===== src/rtl/pwm_pkg.sv =====
// ============================================================================
// Module      : pwm_pkg
// Description : Shared PWM width, duty limit and ramp state encoding.
// Revision    : 1.0 - initial release
// ============================================================================
`default_nettype none

package pwm_pkg;

    localparam int PWM_W             = 11;
    localparam int PWM_MAX_DUTY      = (1 << PWM_W) - 1;
    localparam int PWM_PERIOD_CYCLES = 1 << PWM_W;

    typedef enum logic [1:0] {
        IDLE  = 2'd0,
        RAMP  = 2'd1,
        DECEL = 2'd2,
        DEAD  = 2'd3
    } ramp_state_t;

endpackage

`default_nettype wire


===== src/rtl/pwm_period_tick.sv =====
// ============================================================================
// Module      : pwm_period_tick
// Description : Free-running period counter; tick marks the last clk of each period.
// Revision    : 1.0 - initial release
// ============================================================================
`default_nettype none

module pwm_period_tick
    import pwm_pkg::*;
#(
    parameter int PERIOD_CYCLES = PWM_PERIOD_CYCLES
) (
    input  logic clk,
    input  logic rst,
    output logic tick
);

    localparam int            CW   = (PERIOD_CYCLES > 1) ? $clog2(PERIOD_CYCLES) : 1;
    localparam logic [CW-1:0] LAST = CW'(PERIOD_CYCLES - 1);

    logic [CW-1:0] r_count;

    always_ff @(posedge clk) begin
        if (rst) begin
            r_count <= '0;
        end else if (r_count == LAST) begin
            r_count <= '0;
        end else begin
            r_count <= r_count + CW'(1);
        end
    end

    assign tick = (r_count == LAST);

endmodule

`default_nettype wire


===== src/rtl/pwm_duty_ramp.sv =====
// ============================================================================
// Module      : pwm_duty_ramp
// Description : Slew-limited duty/direction command stage with dead-time reversal.
// Revision    : 1.0 - initial release
// ============================================================================
`default_nettype none

module pwm_duty_ramp
    import pwm_pkg::*;
#(
    parameter int W                = PWM_W,
    parameter int PERIOD_CYCLES    = PWM_PERIOD_CYCLES,
    parameter int STEP             = 16,
    parameter int MAX_DUTY         = PWM_MAX_DUTY,
    parameter int DEADTIME_PERIODS = 4
) (
    input  logic         clk,
    input  logic         rst,
    input  logic         cmd_valid,
    output logic         cmd_ready,
    input  logic [W-1:0] cmd_duty,
    input  logic         cmd_dir,
    input  logic         estop,
    output logic [W-1:0] pwm_count,
    output logic         dir,
    output logic         at_target,
    output logic         tick
);

    localparam int            DW        = $clog2(DEADTIME_PERIODS + 1);
    localparam logic [W:0]    STEP_W    = (W+1)'(STEP);
    localparam logic [W:0]    MAX_W     = (W+1)'(MAX_DUTY);
    localparam logic [W-1:0]  MAX_D     = W'(MAX_DUTY);
    localparam logic [DW-1:0] DEAD_LAST = DW'(DEADTIME_PERIODS);

    ramp_state_t   r_state, w_state_nxt;
    logic [W-1:0]  r_cur, w_cur_nxt;
    logic [W-1:0]  r_target, w_target_nxt;
    logic          r_dir, w_dir_nxt;
    logic          r_target_dir, w_target_dir_nxt;
    logic [DW-1:0] r_dead_cnt, w_dead_nxt;

    logic          w_tick;
    logic          w_accept;
    logic [W-1:0]  w_cmd_sat;
    logic [W:0]    w_cur_ext, w_tgt_ext, w_gap, w_ramp_ext, w_decel_ext;
    logic [W-1:0]  w_ramp_val, w_decel_val;
    logic [DW-1:0] w_dead_inc;

    pwm_period_tick #(
        .PERIOD_CYCLES (PERIOD_CYCLES)
    ) u_period_tick (
        .clk  (clk),
        .rst  (rst),
        .tick (w_tick)
    );

    assign cmd_ready = (r_state != DEAD) && !estop;
    assign w_accept  = cmd_valid && cmd_ready;
    assign w_cmd_sat = ({1'b0, cmd_duty} > MAX_W) ? MAX_D : cmd_duty;
    assign w_dead_inc = r_dead_cnt + DW'(1);

    // Step arithmetic is one bit wider so neither direction can wrap.
    always_comb begin
        w_cur_ext = {1'b0, r_cur};
        w_tgt_ext = {1'b0, r_target};
        if (w_tgt_ext >= w_cur_ext) begin
            w_gap      = w_tgt_ext - w_cur_ext;
            w_ramp_ext = (w_gap <= STEP_W) ? w_tgt_ext : (w_cur_ext + STEP_W);
        end else begin
            w_gap      = w_cur_ext - w_tgt_ext;
            w_ramp_ext = (w_gap <= STEP_W) ? w_tgt_ext : (w_cur_ext - STEP_W);
        end
        w_ramp_val  = (w_ramp_ext > MAX_W) ? MAX_D : w_ramp_ext[W-1:0];
        w_decel_ext = w_cur_ext - STEP_W;
        w_decel_val = w_decel_ext[W] ? '0 : w_decel_ext[W-1:0];
    end

    always_comb begin
        w_state_nxt      = r_state;
        w_cur_nxt        = r_cur;
        w_target_nxt     = r_target;
        w_dir_nxt        = r_dir;
        w_target_dir_nxt = r_target_dir;
        w_dead_nxt       = r_dead_cnt;

        if (w_tick) begin
            case (r_state)
                RAMP: begin
                    w_cur_nxt = w_ramp_val;
                    if (w_ramp_val == r_target) begin
                        w_state_nxt = IDLE;
                    end
                end
                DECEL: begin
                    w_cur_nxt = w_decel_val;
                    if (w_decel_val == '0) begin
                        w_state_nxt = DEAD;
                        w_dead_nxt  = '0;
                    end
                end
                DEAD: begin
                    w_cur_nxt = '0;
                    if (w_dead_inc == DEAD_LAST) begin
                        w_dir_nxt   = r_target_dir;
                        w_dead_nxt  = '0;
                        w_state_nxt = (r_target != '0) ? RAMP : IDLE;
                    end else begin
                        w_dead_nxt  = w_dead_inc;
                    end
                end
                default: begin
                end
            endcase
        end

        // The tick above already used the old target; the new one takes effect next tick.
        if (w_accept) begin
            w_target_nxt     = w_cmd_sat;
            w_target_dir_nxt = cmd_dir;
            if (cmd_dir == r_dir) begin
                w_state_nxt = RAMP;
            end else if (w_state_nxt != DEAD) begin
                w_state_nxt = DECEL;
            end
        end

        if (estop) begin
            w_state_nxt      = IDLE;
            w_cur_nxt        = '0;
            w_target_nxt     = '0;
            w_target_dir_nxt = r_dir;
            w_dead_nxt       = '0;
        end
    end

    always_ff @(posedge clk) begin
        if (rst) begin
            r_state      <= IDLE;
            r_cur        <= '0;
            r_target     <= '0;
            r_dir        <= 1'b0;
            r_target_dir <= 1'b0;
            r_dead_cnt   <= '0;
        end else begin
            r_state      <= w_state_nxt;
            r_cur        <= w_cur_nxt;
            r_target     <= w_target_nxt;
            r_dir        <= w_dir_nxt;
            r_target_dir <= w_target_dir_nxt;
            r_dead_cnt   <= w_dead_nxt;
        end
    end

    assign pwm_count = r_cur;
    assign dir       = r_dir;
    assign tick      = w_tick;
    assign at_target = (r_state == IDLE) && (r_cur == r_target) && (r_dir == r_target_dir);

endmodule

`default_nettype wire


===== config.mk =====
export PLATFORM = sky130hd
export DESIGN_NAME = pwm_duty_ramp
export DESIGN_NICKNAME = d
export VERILOG_FILES = /design/src/rtl/pwm_pkg.sv /design/src/rtl/pwm_period_tick.sv /design/src/rtl/pwm_duty_ramp.sv
export SDC_FILE = /design/constraint.sdc
export NUM_CORES = 1
export LEC_CHECK = 0
export BUFFER_PORTS_ARGS = -buffer_cell sky130_fd_sc_hd__clkbuf_2
export CAP_MARGIN = 25
export CORE_MARGIN = 1.5
export CORE_UTILIZATION = 56
export DETAILED_ROUTE_END_ITERATION = 7
export PLACE_DENSITY = 0.84
export SKIP_LAST_GASP = 1
export SLEW_MARGIN = 20
export SYNTH_ARGS = -nofsm -noshare
export SYNTH_HDL_FRONTEND = slang
export SYNTH_SLANG_ARGS = --single-unit

===== constraint.sdc =====
create_clock -name clk -period 4.4 [get_ports clk]
set_clock_uncertainty 0.05 [all_clocks]
set_input_delay 0.22 -clock clk [delete_from_list [all_inputs] [get_ports clk]]
set_output_delay 0.22 -clock clk [all_outputs]
set_load 0.01 [all_outputs]

==> impl_results.md <==
* Number of cells in the finished layout apart from fillers at 620
* Initial standard-cell utilization of the core at 58.17%
* Tmin final at 4116 ps
* CTS H-Tree Depth at 2
* Mapped Nets at 558
* Core Area at 6350 um^2
* Drc violations at 0
* Post-layout total power at 982.8 uW
* Sequential share of power at 38.2%
* Peak ir drop on the vdd network at 204.9 uV
* Total wire length after detailed routing at 11220 um
* First-pass DRT Iterations at 5
* Clock Tree Root: sky130_fd_sc_hd__clkbuf_8
* Total clock sinks at 40
* Final setup vio count at 0
* Cells after Synth at 515
* Fillcell total at 584
* Antenna diode count at 0
* Synth warn at 0
* Net switching power at 325.2 uW
* All-layer global routing usage at 31.38%
* Global Route met3 Usage at 4.523%
* Power density over the cells at 241.0 nW/um^2
* Inserted Clock Buffers at 5
* Worst hold margin at 94.79 ps
* Peak fanout along the critical path at 15
* Die outline area at 7092 um^2
* CTS tree: built
* Number of buffers on the longest clock path at 2
* Slew at the pin closest to its max-slew limit at 789.4 ps
* Nature of the critical path startpoint: flip-flop
* RSZ-0062 raised after global routing: no
* Maximum number of pins on one net before global-route repair at 27
* Number of nets in the layout at 585
* Part of the cycle the worst path needs at 93.55%
* Die width at 84.22 um
* Post-CTS setup buffer count at 0
* Required time of the critical path at 4540 ps
* Final cell area excluding filler cells at 4078 um^2
* Half-perimeter wire length of the detailed placement result at 8731 um
* Met1 routing resource usage after global routing at 43.61%
* Clock power share at 32.3%
* Vias per Instance at 6.508
* Wire length of the first global-routing pass at 18000 um
* Commonest cells after routing, fill and taps aside: sky130_fd_sc_hd__nand2_1 (52), sky130_fd_sc_hd__nor2_1 (52), sky130_fd_sc_hd__a21oi_1 (49)
* Standard-cell rows at 29
* Worst Setup Path Type: flip-flop to flip-flop
* Switching part of the total at 33.09%
* Clock latency of the later-clocked register in the worst-skew pair at 300 ps
* Data arrival time at the worst-slack endpoint at 4250 ps
* Number of synthesized flops with an enable pin at 0
* Count of placed standard cells including taps at 612
* Number of port buffers at 30
* Number of different library cells in the post-synthesis netlist at 68
* Avg Cell Area, Syn at 7.172 um^2
* Commonest register cell after synthesis: sky130_fd_sc_hd__dfxtp_1
* Total global routing overflow at 0
* Number of routed nets with antenna violations at 0
* Initial DRC Count at 383
* P_leak at 1.612 nW
* Number of global-route vias before repair at 3480
* Hold Path Class: input port to flip-flop
* Max Clock Freq at 0.2429 GHz
* Routability cong. at 1.004
* Placed instance area at 3949 um^2
* Post-synthesis instance area at 3694 um^2
* Share of the yosys chip area belonging to registers at 21.68%
* Register bit total from synthesis at 40
* Layer with the highest usage: met2
* Total number of vias at 4035
* Syn-to-layout area delta at 10.40%
* Share of power burned in combinational logic at 29.5%
* Hold violation count in the final report at 0
* Routed len/inst at 18.10 um
* Initial antenna violation count at 0
* Cell internal power dissipation at 657.6 uW
* Outcome: complete, no violations
* Kind of end point of the critical path: flip-flop
* Reg clk slew, reported paths at 100 ps
* Top-Level Pins at 31
* Global-route track usage on met2 at 50.76%
* Die height at 84.22 um
* Sum of negative setup slack at 0 ps
* Max Transition Viols Final at 0
* Fraction of registers with async set/reset at 0%
* Headroom to the max-slew limit at 47.30%
* Fraction of final layout cells with drive strength greater than 1 at 12.89%
* Max Cap Viol at 0
==> cell families after synthesis <==
family / synth area share, %
muxes: 0.8469
adders and majority gates: 9.146
DFF: 21.68
and+or+nand+nor: 24.93
xor gates and xnor gates: 6.165
buffers and inverters: 6.775
AOI/OAI and AO/OA: 30.45
==> state kept, by name, indices dropped and copies added (netlist names) <==
signal                 count
u_period_tick.r_count     11
dir                        1
pwm_count                 11
r_target                  11
r_target_dir               1
r_state                    2
r_dead_cnt                 3
==> Yosys cell counts, drive strengths merged, types with 4 or more instances <==
| master | n | area, um^2 |
|---|---|---|
| inv | 28 | 105.1 |
| nand2 | 52 | 195.2 |
| o2111ai | 4 | 35.03 |
| a211o | 4 | 35.03 |
| a22oi | 5 | 42.54 |
| a31oi | 7 | 50.05 |
| clkbuf | 17 | 63.81 |
| a211oi | 7 | 52.55 |
| a21o | 5 | 37.54 |
| nand3 | 20 | 100.1 |
| nor2 | 52 | 195.2 |
| o31a | 4 | 35.03 |
| and3 | 9 | 56.30 |
| dfxtp | 40 | 800.8 |
| nor3 | 23 | 115.1 |
| nor4 | 6 | 37.54 |
| a32oi | 6 | 60.06 |
| nand2b | 4 | 25.02 |
| o21a | 6 | 52.55 |
| xnor2 | 18 | 157.7 |
| buf | 12 | 70.06 |
| a21oi | 49 | 245.2 |
| xor2 | 8 | 70.07 |
| o21bai | 4 | 30.03 |
| ha | 27 | 337.8 |
| o21ai | 32 | 160.1 |
| nor2b | 9 | 56.30 |
==> per-layer routing <==
layer	vias up	part of all wire [%]
li1	1927	-
met5	-	0
met2	211	46
met3	43	8.7
met1	1854	42
met4	0	3.4
==> final cells by class <==
type | instances | area [um^2] | share of cell area, %
timing repair buffer | 49 | 292.8 | 7.180
clock buffer | 5 | 68.82 | 1.688
tap | 77 | 96.34 | 2.363
sequential | 40 | 800.8 | 19.64
clock inverter | 3 | 46.29 | 1.135
multi-input combinational | 415 | 2656 | 65.14
inverter | 31 | 116.4 | 2.854
==> power by group through the flow <==
stage | clock [mW] | sequential (mW) | combinational [mW]
final | 0.318 | 0.375 | 0.290
after global routing | 0.338 | 0.376 | 0.315
after CTS | 0.321 | 0.375 | 0.279
after detailed placement | 0 | 0.383 | 0.278
after global placement | 0 | 0.383 | 0.278
after floorplan | 0 | 0.380 | 0.215
==> path summary, 6_finish.rpt <==
check                                         to  slack [ps]                                start  cells past startpoint
max                        r_state[0]$_SDFF_PP0_         280            pwm_count[5]$_SDFFE_PP0P_                     12
min                     r_target[6]$_SDFFE_PP0P_          90                          cmd_duty[6]                      3
max reg2reg                r_state[0]$_SDFF_PP0_         280            pwm_count[5]$_SDFFE_PP0P_                     12
min reg2reg  u_period_tick.r_count[0]$_SDFF_PP0_         430  u_period_tick.r_count[0]$_SDFF_PP0_                      1
==> what timing repair did <==
action                                  in CTS  in global routing
endpoints found under the setup margin       0                  1
hold buffers                                 0                  0
hold endpoints to repair                     0                  0
gates resized for setup                      0                  2
==> metrics by stage <==
step	util, %	setup WS (ps)
2_1_floorplan	-	572.0
6_report	64.22	283.6
3_5_place_dp	62.19	289.8
3_3_place_gp	62.19	376.9
4_1_cts	64.00	268.2
5_1_grt	64.22	84.59
==> worst max-delay path, cell delays in order (launching register included) <==
cell and delay, ps:
sky130_fd_sc_hd__dfxtp_1 490, sky130_fd_sc_hd__inv_1 160, sky130_fd_sc_hd__ha_2 480, sky130_fd_sc_hd__and4_1 350
sky130_fd_sc_hd__o2111ai_1 190, sky130_fd_sc_hd__nor4b_1 190, sky130_fd_sc_hd__o211a_1 210, sky130_fd_sc_hd__or4_4 520
sky130_fd_sc_hd__o21a_4 280, sky130_fd_sc_hd__a32o_1 340, sky130_fd_sc_hd__o31a_1 320, sky130_fd_sc_hd__nor4_1 290
sky130_fd_sc_hd__a31oi_1 110
No activity file was read; power rests on OpenSTA's default activity.
